===== src/rtl/muldiv_pkg.sv =====
// Shared definitions for the iterative multiply/divide unit: operation
// encoding and the sequencer state type.
package muldiv_pkg;

  // Operation encoding on the op input: bit 1 selects divide, bit 0 signed.
  localparam logic [1:0] OP_MULTU = 2'b00;
  localparam logic [1:0] OP_MULT  = 2'b01;
  localparam logic [1:0] OP_DIVU  = 2'b10;
  localparam logic [1:0] OP_DIV   = 2'b11;

  // Sequencer states.
  typedef enum logic [1:0] {
    IDLE = 2'b00,
    PREP = 2'b01,
    CALC = 2'b10,
    FIX  = 2'b11
  } state_e;

endpackage


===== src/rtl/muldiv_unit.sv =====
// Iterative multiply/divide unit with architectural HI/LO registers.
// Multiplies by radix-2 shift-add and divides by restoring shift-subtract
// on magnitudes. Signs are removed in PREP and restored in FIX, so the
// latency is the same for every operand pattern.
module muldiv_unit
  import muldiv_pkg::*;
#(
  parameter int WIDTH = 32
) (
  input  logic             clk,
  input  logic             rst_n,
  input  logic             start,
  input  logic [1:0]       op,
  input  logic [WIDTH-1:0] rs_val,
  input  logic [WIDTH-1:0] rt_val,
  input  logic             flush,
  input  logic             hi_we,
  input  logic             lo_we,
  input  logic [WIDTH-1:0] wdata,
  output logic             busy,
  output logic             done,
  output logic [WIDTH-1:0] hi,
  output logic [WIDTH-1:0] lo
);

  localparam int CNT_W = $clog2(WIDTH);
  localparam int ACC_W = 2 * WIDTH;
  localparam logic [CNT_W-1:0] CNT_LAST = CNT_W'(WIDTH - 1);
  localparam logic [CNT_W-1:0] CNT_ZERO = {CNT_W{1'b0}};
  localparam logic [CNT_W-1:0] CNT_ONE  = {{(CNT_W-1){1'b0}}, 1'b1};
  localparam logic [WIDTH-1:0] W_ZERO   = {WIDTH{1'b0}};
  localparam logic [WIDTH-1:0] W_ONES   = {WIDTH{1'b1}};

  state_e             state_r;
  state_e             state_next_s;
  logic               busy_r;
  logic               done_r;
  logic               is_div_r;
  logic               sign_a_r;
  logic               sign_b_r;
  logic [WIDTH-1:0]   a_r;
  logic [WIDTH-1:0]   b_r;
  logic [ACC_W-1:0]   acc_r;
  logic [CNT_W-1:0]   cnt_r;
  logic [WIDTH-1:0]   hi_r;
  logic [WIDTH-1:0]   lo_r;

  logic               op_is_div_s;
  logic               op_is_signed_s;
  logic [WIDTH-1:0]   abs_a_s;
  logic [WIDTH-1:0]   abs_b_s;
  logic [WIDTH:0]     mul_sum_s;
  logic [WIDTH:0]     div_shift_s;
  logic               div_fits_s;
  logic [WIDTH-1:0]   div_diff_s;
  logic [ACC_W-1:0]   acc_step_s;
  logic               neg_q_s;
  logic [WIDTH-1:0]   res_hi_s;
  logic [WIDTH-1:0]   res_lo_s;

  // Conditional two's-complement of one WIDTH-bit word. cin is the carry
  // into this word: 1 for a standalone value; for the upper half of a
  // 2*WIDTH value it is the borrow-free condition "lower half is zero".
  function automatic logic [WIDTH-1:0] cond_neg(input logic [WIDTH-1:0] v,
                                                input logic neg,
                                                input logic cin);
    if (neg) begin
      cond_neg = ~v + {{(WIDTH-1){1'b0}}, cin};
    end else begin
      cond_neg = v;
    end
  endfunction

  assign busy = busy_r;
  assign done = done_r;
  assign hi   = hi_r;
  assign lo   = lo_r;

  // Next-state logic; flush returns any active sequence to IDLE.
  always_comb begin
    state_next_s = state_r;
    case (state_r)
      IDLE: begin
        if (start && !flush) begin
          state_next_s = PREP;
        end else begin
          state_next_s = IDLE;
        end
      end
      PREP: begin
        if (flush) begin
          state_next_s = IDLE;
        end else begin
          state_next_s = CALC;
        end
      end
      CALC: begin
        if (flush) begin
          state_next_s = IDLE;
        end else if (cnt_r == CNT_ZERO) begin
          state_next_s = FIX;
        end else begin
          state_next_s = CALC;
        end
      end
      FIX: begin
        state_next_s = IDLE;
      end
      default: begin
        state_next_s = IDLE;
      end
    endcase
  end

  // State register.
  always_ff @(posedge clk or negedge rst_n) begin
    if (!rst_n) begin
      state_r <= IDLE;
    end else begin
      state_r <= state_next_s;
    end
  end

  // Datapath helpers: operand decode, magnitudes, one iteration step, and
  // sign-corrected results.
  always_comb begin
    op_is_div_s    = (op == OP_DIVU) || (op == OP_DIV);
    op_is_signed_s = (op == OP_MULT) || (op == OP_DIV);
    abs_a_s        = cond_neg(a_r, sign_a_r, 1'b1);
    abs_b_s        = cond_neg(b_r, sign_b_r, 1'b1);

    // Multiply: add multiplicand into the upper half when the current
    // multiplier bit (acc LSB) is set, then shift right with the carry.
    if (acc_r[0]) begin
      mul_sum_s = {1'b0, acc_r[ACC_W-1:WIDTH]} + {1'b0, a_r};
    end else begin
      mul_sum_s = {1'b0, acc_r[ACC_W-1:WIDTH]};
    end

    // Divide: partial remainder shifted left with the next dividend bit.
    // Because remainder < divisor, a successful difference fits in WIDTH bits.
    div_shift_s = acc_r[ACC_W-1:WIDTH-1];
    div_fits_s  = (div_shift_s >= {1'b0, b_r});
    div_diff_s  = div_shift_s[WIDTH-1:0] - b_r;

    if (!is_div_r) begin
      acc_step_s = {mul_sum_s, acc_r[WIDTH-1:1]};
    end else if (div_fits_s) begin
      acc_step_s = {div_diff_s, acc_r[WIDTH-2:0], 1'b1};
    end else begin
      acc_step_s = {acc_r[ACC_W-2:0], 1'b0};
    end

    // Product and quotient take sign a^b; remainder takes the dividend sign.
    // Most-negative / -1 yields quotient 2^(WIDTH-1) whose negation is itself.
    neg_q_s = sign_a_r ^ sign_b_r;
    if (!is_div_r) begin
      res_lo_s = cond_neg(acc_r[WIDTH-1:0], neg_q_s, 1'b1);
      res_hi_s = cond_neg(acc_r[ACC_W-1:WIDTH], neg_q_s,
                          (acc_r[WIDTH-1:0] == W_ZERO));
    end else if (b_r == W_ZERO) begin
      res_lo_s = W_ONES;
      res_hi_s = cond_neg(a_r, sign_a_r, 1'b1);
    end else begin
      res_lo_s = cond_neg(acc_r[WIDTH-1:0], neg_q_s, 1'b1);
      res_hi_s = cond_neg(acc_r[ACC_W-1:WIDTH], sign_a_r, 1'b1);
    end
  end

  // Operand capture, iteration, HI/LO update and status flags.
  always_ff @(posedge clk or negedge rst_n) begin
    if (!rst_n) begin
      busy_r   <= 1'b0;
      done_r   <= 1'b0;
      is_div_r <= 1'b0;
      sign_a_r <= 1'b0;
      sign_b_r <= 1'b0;
      a_r      <= W_ZERO;
      b_r      <= W_ZERO;
      acc_r    <= {ACC_W{1'b0}};
      cnt_r    <= CNT_ZERO;
      hi_r     <= W_ZERO;
      lo_r     <= W_ZERO;
    end else begin
      busy_r <= (state_next_s != IDLE);
      done_r <= 1'b0;
      case (state_r)
        IDLE: begin
          if (hi_we) begin
            hi_r <= wdata;
          end
          if (lo_we) begin
            lo_r <= wdata;
          end
          if (start && !flush) begin
            a_r      <= rs_val;
            b_r      <= rt_val;
            is_div_r <= op_is_div_s;
            sign_a_r <= op_is_signed_s & rs_val[WIDTH-1];
            sign_b_r <= op_is_signed_s & rt_val[WIDTH-1];
          end
        end
        PREP: begin
          if (!flush) begin
            a_r   <= abs_a_s;
            b_r   <= abs_b_s;
            cnt_r <= CNT_LAST;
            if (is_div_r) begin
              acc_r <= {W_ZERO, abs_a_s};
            end else begin
              acc_r <= {W_ZERO, abs_b_s};
            end
          end
        end
        CALC: begin
          if (!flush) begin
            acc_r <= acc_step_s;
            if (cnt_r != CNT_ZERO) begin
              cnt_r <= cnt_r - CNT_ONE;
            end
          end
        end
        FIX: begin
          if (!flush) begin
            hi_r   <= res_hi_s;
            lo_r   <= res_lo_s;
            done_r <= 1'b1;
          end
        end
        default: begin
          done_r <= 1'b0;
        end
      endcase
    end
  end

endmodule


===== config.mk =====
export PLATFORM = sky130hd
export DESIGN_NAME = muldiv_unit
export DESIGN_NICKNAME = d
export VERILOG_FILES = /design/src/rtl/muldiv_pkg.sv /design/src/rtl/muldiv_unit.sv
export SDC_FILE = /design/constraint.sdc
export NUM_CORES = 1
export LEC_CHECK = 0
export BUFFER_PORTS_ARGS = -buffer_cell sky130_fd_sc_hd__buf_2
export CAP_MARGIN = 20
export CORE_MARGIN = 1.5
export CORE_UTILIZATION = 30
export DETAILED_ROUTE_END_ITERATION = 12
export PLACE_DENSITY = 0.54
export SYNTH_ARGS = -nofsm -noshare
export SYNTH_HDL_FRONTEND = slang
export SYNTH_SLANG_ARGS = --single-unit
export TNS_END_PERCENT = 50

===== constraint.sdc =====
create_clock -name clk -period 8.4 [get_ports clk]
set_input_delay 1.68 -clock clk [delete_from_list [all_inputs] [get_ports clk]]
set_output_delay 1.68 -clock clk [all_outputs]
set_load 0.005 [all_outputs]

## Yosys cells after proc, flatten, opt, wreduce, memory -nomap -nowiden

Index checks and enable logic that the tools add are counted.

| cells by class | value |
|---|---|
| $add $sub $neg | 8 |
| order comparisons | 1 |
| eq/ne operators | 13 |
| mux-type cells | 39 |
| bitwise logic cells | 7 |
| reductions and logical operators | 19 |

Operators with widths:

| operator | count |
|---|---|
| $mux W32 | 18 |
| $mux W64 | 4 |
| $pmux W32 S2 | 4 |
| $add A32 B1 Y32 const B | 4 |
| $not A32 Y32 | 4 |
| $pmux W64 S2 | 1 |
| $logic_not A32 Y1 | 2 |
| $add A32 B32 Y33 | 1 |
| $ge A33 B32 Y1 | 1 |
| $mux W33 | 1 |
| $add A32 B1 Y32 | 1 |
| $sub A32 B32 Y32 | 1 |
| $mux W5 | 3 |
| $ne A2 B2 Y1 const B | 7 |
| $reduce_and A3 Y1 | 4 |
| $pmux W5 S2 | 1 |
| $eq A2 B2 Y1 const B | 4 |
| $pmux W2 S4 | 1 |
| $reduce_bool A2 Y1 | 4 |
| $logic_not A5 Y1 | 1 |
| $reduce_bool A5 Y1 | 1 |
| $sub A5 B1 Y5 const B | 1 |
| $eq A2 B1 Y1 const B | 2 |
| $mux W1 | 4 |
| 9 further kinds | 12 |

| storage, ports and cells | value |
|---|---|
| flip-flop bits (word level) | 204 |
| input bits | 104 |
| output and inout port bits | 66 |

## Depth between registers and ports, before layout

Gate-level depths: netlist (run 1).

| logic depth | value |
|---|---|
| depth in word-level cells | 7 |
| depth in mapped cells | 20 |
| gate-level depth less buffers | 18 |

## Least setup slack after synthesis (run 1)

Ideal clock, no wire load.

| timing path | value |
|---|---|
| kind | register to register |
| start | reg acc_r[0] |
| end | reg hi_r[29], in the netlist hi[29] |
| library setup time | 0.128 ns |
| arrival time | 4.475 ns |
| data required time | 8.272 ns |
| setup slack | 3.797 ns |
| cell stages (with the launch flop) | 20 |
| path buffers | 2 |
| clock period less this slack | 4.603 ns |
| cell sequence | dfrtp_1 > inv_1 > clkbuf_1 > clkbuf_1 > ha_1 > nand2b_1 > nor4_2 > and3b_1 > nand3b_1 > or4_1 > nor3_1 > ha_1 > nor3b_1 > nand2_1 > nor2_1 > and4_1 > a31oi_1 > xor2_1 > a211oi_1 > nor3_1 |

| between the ends | value |
|---|---|
| word-level cells in the longest chain between the ends | 6 |

RTL lines:

| item | RTL line | text |
|---|---|---|
| from (decl) | muldiv_unit.sv:43 | `logic [ACC_W-1:0] acc_r;` |
| from (signal assigned) | muldiv_unit.sv:180 | `acc_r <= {ACC_W{1'b0}};` |
| from (signal assigned) | muldiv_unit.sv:209 | `acc_r <= {W_ZERO, abs_a_s};` |
| from (signal assigned) | muldiv_unit.sv:211 | `acc_r <= {W_ZERO, abs_b_s};` |
| $logic_not A32 Y1 | muldiv_unit.sv:160 | `(acc_r[WIDTH-1:0] == W_ZERO));` |
| $add A32 B1 Y32 | muldiv_unit.sv:68 | `cond_neg = ~v + {{(WIDTH-1){1'b0}}, cin};` |
| $mux W32 | muldiv_unit.sv:67 | `if (neg) begin` |
| $mux W32 | muldiv_unit.sv:157 | `if (!is_div_r) begin` |
| $mux W32 | muldiv_unit.sv:224 | `if (!flush) begin` |
| $pmux W32 S2 | muldiv_unit.sv:187 | `case (state_r)` |
| to (signal assigned) | muldiv_unit.sv:190 | `hi_r <= wdata;` |
| to (signal assigned) | muldiv_unit.sv:225 | `hi_r <= res_hi_s;` |
| to (decl) | muldiv_unit.sv:45 | `logic [WIDTH-1:0] hi_r;` |

No other way between the ends. The select of a mux whose other input is x is not followed.
A chain may end at the register's enable or synchronous reset.

## Worst setup path after layout (run 1)

| timing path | value |
|---|---|
| start | reg acc_r[5] |
| end | reg hi_r[29], in the netlist hi[29] |

Same word-level chain as after synthesis.

==> results of run 1 <==
==> per-layer routing <==
layer	GRT usage	vias to the layer above	routed length [um]
li1	-	8610	-
met1	0.367	9046	35900
met2	0.397	933	34800
met3	0.0472	150	7170
met4	0.105	0	3750
met5	0	-	0
==> layout make-up <==
class | instances | area, sq um | share of cell area
multi-input combinational | 1867 | 11800 | 0.581
sequential | 204 | 5110 | 0.252
timing repair buffer | 211 | 1230 | 0.0607
tap | 765 | 957 | 0.0473
clock buffer | 36 | 749 | 0.0370
inverter | 71 | 267 | 0.0132
clock inverter | 11 | 161 | 0.00797
antenna | 2 | 5.00 | 0.000247
==> final timing paths <==
path | endpoint | cells past startpoint | slack, ps
max | hi[29] | 15 | 3050
min | hi[6] | 2 | 480
max reg2reg | hi[29] | 15 | 3050
min reg2reg | hi[6] | 2 | 480
max in group asynchronous | acc_r[51] | 3 | 6330
min in group asynchronous | lo[16] | 1 | 1040
==> stage by stage <==
step	worst slack, ps	power, mW	util	hold WS, ps	cells
final	3050	7.18	0.348	478	3167
after global routing	2630	7.60	0.348	499	3165
after CTS	3170	7.07	0.347	481	3161
after detailed placement	3210	5.82	0.331	467	3114
after global placement	3380	5.79	0.331	456	3114
after floorplan	3800	4.40	-	462	2315
==> worst max-delay path, delay by kind of cell, from the launching register on <==
| kind | cells | cell delay [ps] |
|---|---|---|
| xor gates and xnor gates | 1 | 160 |
| AOI/OAI and AO/OA | 2 | 390 |
| and+or+nand+nor | 11 | 4030 |
| adders and majority gates | 1 | 210 |
| DFF | 1 | 430 |
==> state kept, by name, summed over array words and instances, names as in the netlist <==
register / count
hi: 32
state_r: 2
is_div_r: 1
sign_b_r: 1
acc_r: 64
b_r: 32
lo: 32
cnt_r: 5
done: 1
sign_a_r: 1
a_r: 32
busy: 1
==> power by group through the flow <==
stage	Sequential, mW	Clock [mW]	Combinational, mW
finish	1.81	1.24	4.13
detailed placement	1.81	0	4.01
global placement	1.79	0	4.00
CTS	1.79	1.25	4.03
floorplan	1.52	0	2.88
global route	1.85	1.29	4.47
==> kinds of logic after synthesis <==
| group | after synthesis | share of synthesized area |
|---|---|---|
| adder cells (fa/ha/maj) | 73 | 0.0523 |
| buffers and inverters | 244 | 0.0527 |
| XOR/XNOR | 194 | 0.0957 |
| AO/OA/AOI/OAI | 835 | 0.290 |
| flip-flops | 204 | 0.288 |
| multiplexers | 51 | 0.0335 |
| AND/OR/NAND/NOR | 714 | 0.188 |
==> Yosys cell counts, types with 6 or more instances <==
master / count / share of area
a211oi_1: 43 / 0.018
or3_1: 25 / 0.0088
a32o_1: 7 / 0.0039
o41ai_1: 12 / 0.0059
xnor2_1: 115 / 0.057
mux2_2: 8 / 0.0051
or4_1: 19 / 0.0080
mux4_2: 6 / 0.0076
nor3_1: 69 / 0.019
o211ai_1: 22 / 0.0093
a22oi_1: 16 / 0.0068
o21bai_1: 7 / 0.0030
and2_1: 8 / 0.0028
nand2b_1: 24 / 0.0085
a32oi_1: 11 / 0.0054
a211o_1: 9 / 0.0044
nand3_1: 37 / 0.010
a21o_1: 33 / 0.014
clkbuf_1: 149 / 0.032
inv_1: 69 / 0.015
ha_1: 71 / 0.050
o21a_1: 18 / 0.0076
mux2i_1: 37 / 0.021
nand4_1: 18 / 0.0063
buf_2: 6 / 0.0017
o221ai_1: 12 / 0.0059
dfrtp_1: 204 / 0.29
nor2b_1: 11 / 0.0039
o31a_1: 7 / 0.0035
a221o_1: 6 / 0.0034
o21ai_0: 210 / 0.059
a31oi_1: 28 / 0.0099
nand2_1: 267 / 0.056
xor2_1: 79 / 0.039
o21ai_1: 20 / 0.0056
a21oi_1: 253 / 0.071
nor2_1: 165 / 0.035
o31ai_1: 30 / 0.013
or2_2: 6 / 0.0021
and3_1: 16 / 0.0056
buf_1: 16 / 0.0034
o22ai_1: 52 / 0.018
nor4_1: 24 / 0.0085
==> run_results.csv, run 1 <==
group,metric,value,unit
outcome,status,"finished clean",
floorplanning,die_x,246,um
global_route,globalRouteOverflowTotal,0,
power_and_ir_drop,switchingPower,3.66,mW
cells_and_area,layout_commonest_cell,"nand2_1",
synthesis,synth_edf_count,0,
worst_setup_path,startpoint_type,"register",
floorplanning,io-pin-count,170,
synthesis,yosysWarnings,0,
global_route,grt_max_degree,80,
clocking,ctsHoldBuffers,0,
routing,drt-wirelength-per-cell,25.8,um
place,place_congestion,0.963,
worst_hold_path,hold_class,"reg -> reg",
timing,period_minus_slack,5350,ps
clocking,numCtsBuffers,27,
synthesis,ys.flop_type,"dfrtp_1",
routing,drc,0,
timing,setup_viol,0,
worst_setup_path,required,8850,ps
worst_setup_path,worst_setup_path_end_kind,"register",
cells_and_area,nets,2559,
synthesis,synth-seq-cells,204,
worst_setup_path,slowest_delay,670,ps
synthesis,syn_area,17800,sq um
worst_setup_path,rr_startpoint,"acc_r[5]",
floorplanning,rows,88,
cells_and_area,fillCellCount,6225,
synthesis,ys_types,75,
synthesis,syn_inst,2315,
timing,post-route-period-util,0.637,
power_and_ir_drop,power_density,355,nW/um^2
place,placed_cell_area,19200,sq um
timing,rsz0062_at_grt,"false",
place,dp_hpwl,62100,um
worst_setup_path,crit_start,"acc_r[5]",
worst_hold_path,min-delay-start,"hi[6]",
timing,timing.fmax,0.187,GHz
synthesis,yosysSeqAreaShare,0.288,
power_and_ir_drop,p_sw_frac,0.509,
synthesis,syn_nets,2492,
clocking,cts_tree,"yes",
synthesis,synth_area_per_cell,7.67,sq um
floorplanning,die-area,60600,sq um
floorplanning,die_y,246,um
power_and_ir_drop,cellLeakagePower,8.62,nW
global_route,grt_pass1_wl,119000,um
synthesis,async_reset_ff_frac,1.00,
worst_setup_path,critPathKind,"reg -> reg",
clocking,clk_pin_slew,60,ps
floorplanning,core,58100,sq um
clocking,clkSinkCount,204,
cells_and_area,area_growth,14.1,%
routing,first_pass_iters,6,
timing,tns,0,ps
worst_setup_path,crit_slowest_cell,"nor3b_1",
clocking,cts_root_buf,"clkbuf_16",
power_and_ir_drop,clock_power_share,0.172,
cells_and_area,final_cell_mix,"nand2_1, a21oi_1, o21ai_0, dfrtp_1, buf_2",
clocking,ctsResizeCount,0,
timing,hold_viol,0,
worst_setup_path,worstPathMaxFanout,7,
global_route,grt_pass1_vias,17634,
timing,worst_slew_pin_slew,1340,ps
floorplanning,initial_core_util,0.305,
power_and_ir_drop,power_frac_comb,0.575,
routing,drt-initial-drc-count,1983,
timing,finalClockSkew,17.3,ps
cells_and_area,design_area,20200,sq um
timing,slew_viol_final,0,
power_and_ir_drop,p_int,3.52,mW
clocking,htree_levels,1,
routing,vias,18739,
cells_and_area,drive_above_1_share,0.124,
power_and_ir_drop,ir_worst_vdd,139,uV
clocking,clk_latency,570,ps
global_route,antenna_found_initial,1,
clocking,cts_setup_buffers,0,
clocking,clock_path_buffers,3,
timing,timing.slew.headroom,0.107,
routing,vias_per_cell,5.92,
routing,drt-total-wl,81600,um
worst_setup_path,cp.arrival,5800,ps
global_route,track_usage,0.263,
place,portBuffers,169,
power_and_ir_drop,seq_power_share,0.252,
routing,ant_nets,0,
run,max_cap_viol_count,0,
worst_setup_path,path_cells,"or4_1, nor4_2, and3b_1, nand3b_1, or4_1, nor3_1, ha_1, nor3b_1, nand2_1, nor2_1, and4_1, a31oi_1, xor2_1, a211oi_1, nor3_1",
No activity file was read; power rests on OpenSTA's default activity.
==> run 2, diff against run 1 <==
==> constraint.sdc (replaced) <==
create_clock -name clk -period 5.5 [get_ports clk]
set_input_delay 1.1 -clock clk [delete_from_list [all_inputs] [get_ports clk]]
set_output_delay 1.1 -clock clk [all_outputs]
set_load 0.005 [all_outputs]
==> run 2 against run 1 <==
  * First-iteration DRC count grew 8.6%
  * Clock-buffer cell count grew 4
  * Routed wire length shrank 1.3%
  * Hold slack lost 3.0 ps
  * Clock skew shrank 5.8 ps
  * Critical path depth grew 1
  * Worst setup slack lost 2400 ps
  * Die area is the same
  * Largest cell class unchanged
==> run_results.csv, run 2 (synthesis gave the netlist of run 1 again) <==
group,metric,value,unit
worst_setup_path,critPathKind,"reg -> reg",
floorplanning,io-pin-count,170,
clocking,clk_latency,570,ps
routing,wl_met3,6760,um
clocking,htree_levels,1,
clocking,ctsResizeCount,0,
timing,timing.fmax,0.207,GHz
clocking,cts_root_buf,"clkbuf_16",
timing,post-route-period-util,0.877,
cells_and_area,instances_no_fill,3170,
clocking,cts_setup_buffers,0,
timing,rsz0062_at_grt,"false",
global_route,grt_pass1_vias,17674,
floorplanning,initial_core_util,0.305,
worst_setup_path,cp.arrival,5270,ps
place,portBuffers,169,
power_and_ir_drop,total_power,10.9,mW
timing,period_minus_slack,4830,ps
global_route,track_usage,0.260,
floorplanning,core,58100,sq um
floorplanning,die-area,60600,sq um
routing,first_pass_iters,6,
cells_and_area,fillCellCount,6215,
routing,drt-initial-drc-count,2153,
clocking,ctsHoldBuffers,0,
routing,vias_per_cell,5.90,
clocking,clock_path_buffers,3,
clocking,clk_pin_slew,60,ps
routing,drt-wirelength-per-cell,25.4,um
power_and_ir_drop,switchingPower,5.58,mW
timing,worst_slew_pin_slew,1100,ps
run,max_cap_viol_count,0,
worst_setup_path,cp_top_family,"simple AND/OR/NAND/NOR gates",
worst_setup_path,crit_slowest_cell,"or4_1",
cells_and_area,diodes,0,
power_and_ir_drop,ir_worst_vdd,225,uV
cells_and_area,layout_commonest_cell,"nand2_1",
power_and_ir_drop,power_density,541,nW/um^2
floorplanning,die_y,246,um
cells_and_area,top_register,"acc_r",
power_and_ir_drop,clock_power_share,0.168,
worst_setup_path,path_buf_inv,1,
cells_and_area,area_growth,13.9,%
worst_setup_path,required,5950,ps
routing,route.met2.wl,34100,um
power_and_ir_drop,power_frac_comb,0.583,
cells_and_area,final_cell_mix,"nand2_1, a21oi_1, o21ai_0, dfrtp_1, buf_2",
worst_setup_path,startpoint_type,"register",
clocking,cts_tree,"yes",
clocking,numCtsBuffers,28,
global_route,grt_pass1_wl,119000,um
cells_and_area,largest_reg_flops,64,
power_and_ir_drop,p_int,5.35,mW
routing,wl_met1,36000,um
global_route,globalRouteOverflowTotal,0,
power_and_ir_drop,p_sw_frac,0.510,
routing,drt-total-wl,80500,um
worst_setup_path,slowest_delay,620,ps
global_route,grt_max_degree,119,
global_route,antenna_found_initial,2,
routing,vias,18717,
floorplanning,die_x,246,um
worst_setup_path,worst_setup_path_end_kind,"register",
timing,finalClockSkew,11.6,ps
cells_and_area,fin_util,0.348,
cells_and_area,nets,2563,
timing,tns,0,ps
routing,drc,0,
routing,top_layer,"met4",
timing,timing.slew.headroom,0.258,
power_and_ir_drop,cellLeakagePower,8.61,nW
place,place_congestion,0.983,
clocking,clkSinkCount,204,
timing,slew_viol_final,0,
worst_setup_path,path_cells,"or4_1, nor4_2, and3b_1, nand3b_1, or4_1, nor3_1, ha_1, nor3b_1, buf_4, nand2_1, nor2_1, and4_1, a31oi_1, xor2_1, a211oi_1, nor3_1",
routing,ant_nets,0,
place,dp_cells,3121,
floorplanning,rows,88,
outcome,status,"finished clean",
worst_setup_path,worstPathMaxFanout,7,
timing,hold_viol,0,
worst_hold_path,hold_class,"reg -> reg",
cells_and_area,drive_above_1_share,0.124,
place,dp_hpwl,61800,um
timing,setup_viol,0,
power_and_ir_drop,seq_power_share,0.249,
[run 2: cell count changes in the layout (fill, tap and decap cells not counted), sizes merged]
cell | before | now
buf | 210 | 214
clkbuf | 37 | 40
inv | 71 | 70
clkinvlp | 1 | 2
diode | 2 | 0
bufinv | 4 | 2
[run 2: path summary, 6_finish.rpt]
kind                       slack (ps)     start  cells after the start         to
max                               670  acc_r[6]                     16     hi[29]
min                               480     hi[3]                      2      hi[3]
max reg2reg                       670  acc_r[6]                     16     hi[29]
min reg2reg                       480     hi[3]                      2      hi[3]
max in group asynchronous        3760     rst_n                      2  acc_r[50]
min in group asynchronous         640     rst_n                      1      lo[4]
[run 2: layout make-up]
class                      count  area (sq um)  share of cell area
inverter                      71           267              0.0132
timing repair buffer         214          1210              0.0600
clock buffer                  40           797              0.0394
tap                          765           957              0.0473
clock inverter                 9           100             0.00495
multi-input combinational   1867         11800               0.582
sequential                   204          5110               0.253
[run 2: power by group through the flow]
| stage | sequential [mW] | combinational (mW) | clock [mW] |
|---|---|---|---|
| after floorplan | 2.32 | 4.40 | 0 |
| after global placement | 2.69 | 6.17 | 0 |
| after detailed placement | 2.71 | 6.19 | 0 |
| after CTS | 2.69 | 6.22 | 1.86 |
| after global routing | 2.77 | 6.92 | 1.93 |
| final | 2.72 | 6.38 | 1.84 |
[run 2: stage by stage]
stage	setup slack (ps)	area [sq um]	hold slack [ps]
after CTS	700	20200	479
after floorplan	897	17800	462
after global routing	313	20200	496
after global placement	797	19300	460
after detailed placement	723	19300	467
final	675	20200	475
[run 2: metal layers]
layer  vias to the layer above  GRT usage
met1                      9056      0.368
met5                         -          0
met4                         0      0.103
met3                       138     0.0426
li1                       8608          -
met2                       915      0.392
[run 2: worst reg2reg max path, stage by stage, from the launching register on]
cell and delay (ps):
dfrtp_1 420, or4_1 630, nor4_2 420, and3b_1 340
nand3b_1 140, or4_1 470, nor3_1 240, ha_1 210
nor3b_1 190, buf_4 190, nand2_1 120, nor2_1 410
and4_1 300, a31oi_1 110, xor2_1 160, a211oi_1 260
nor3_1 90
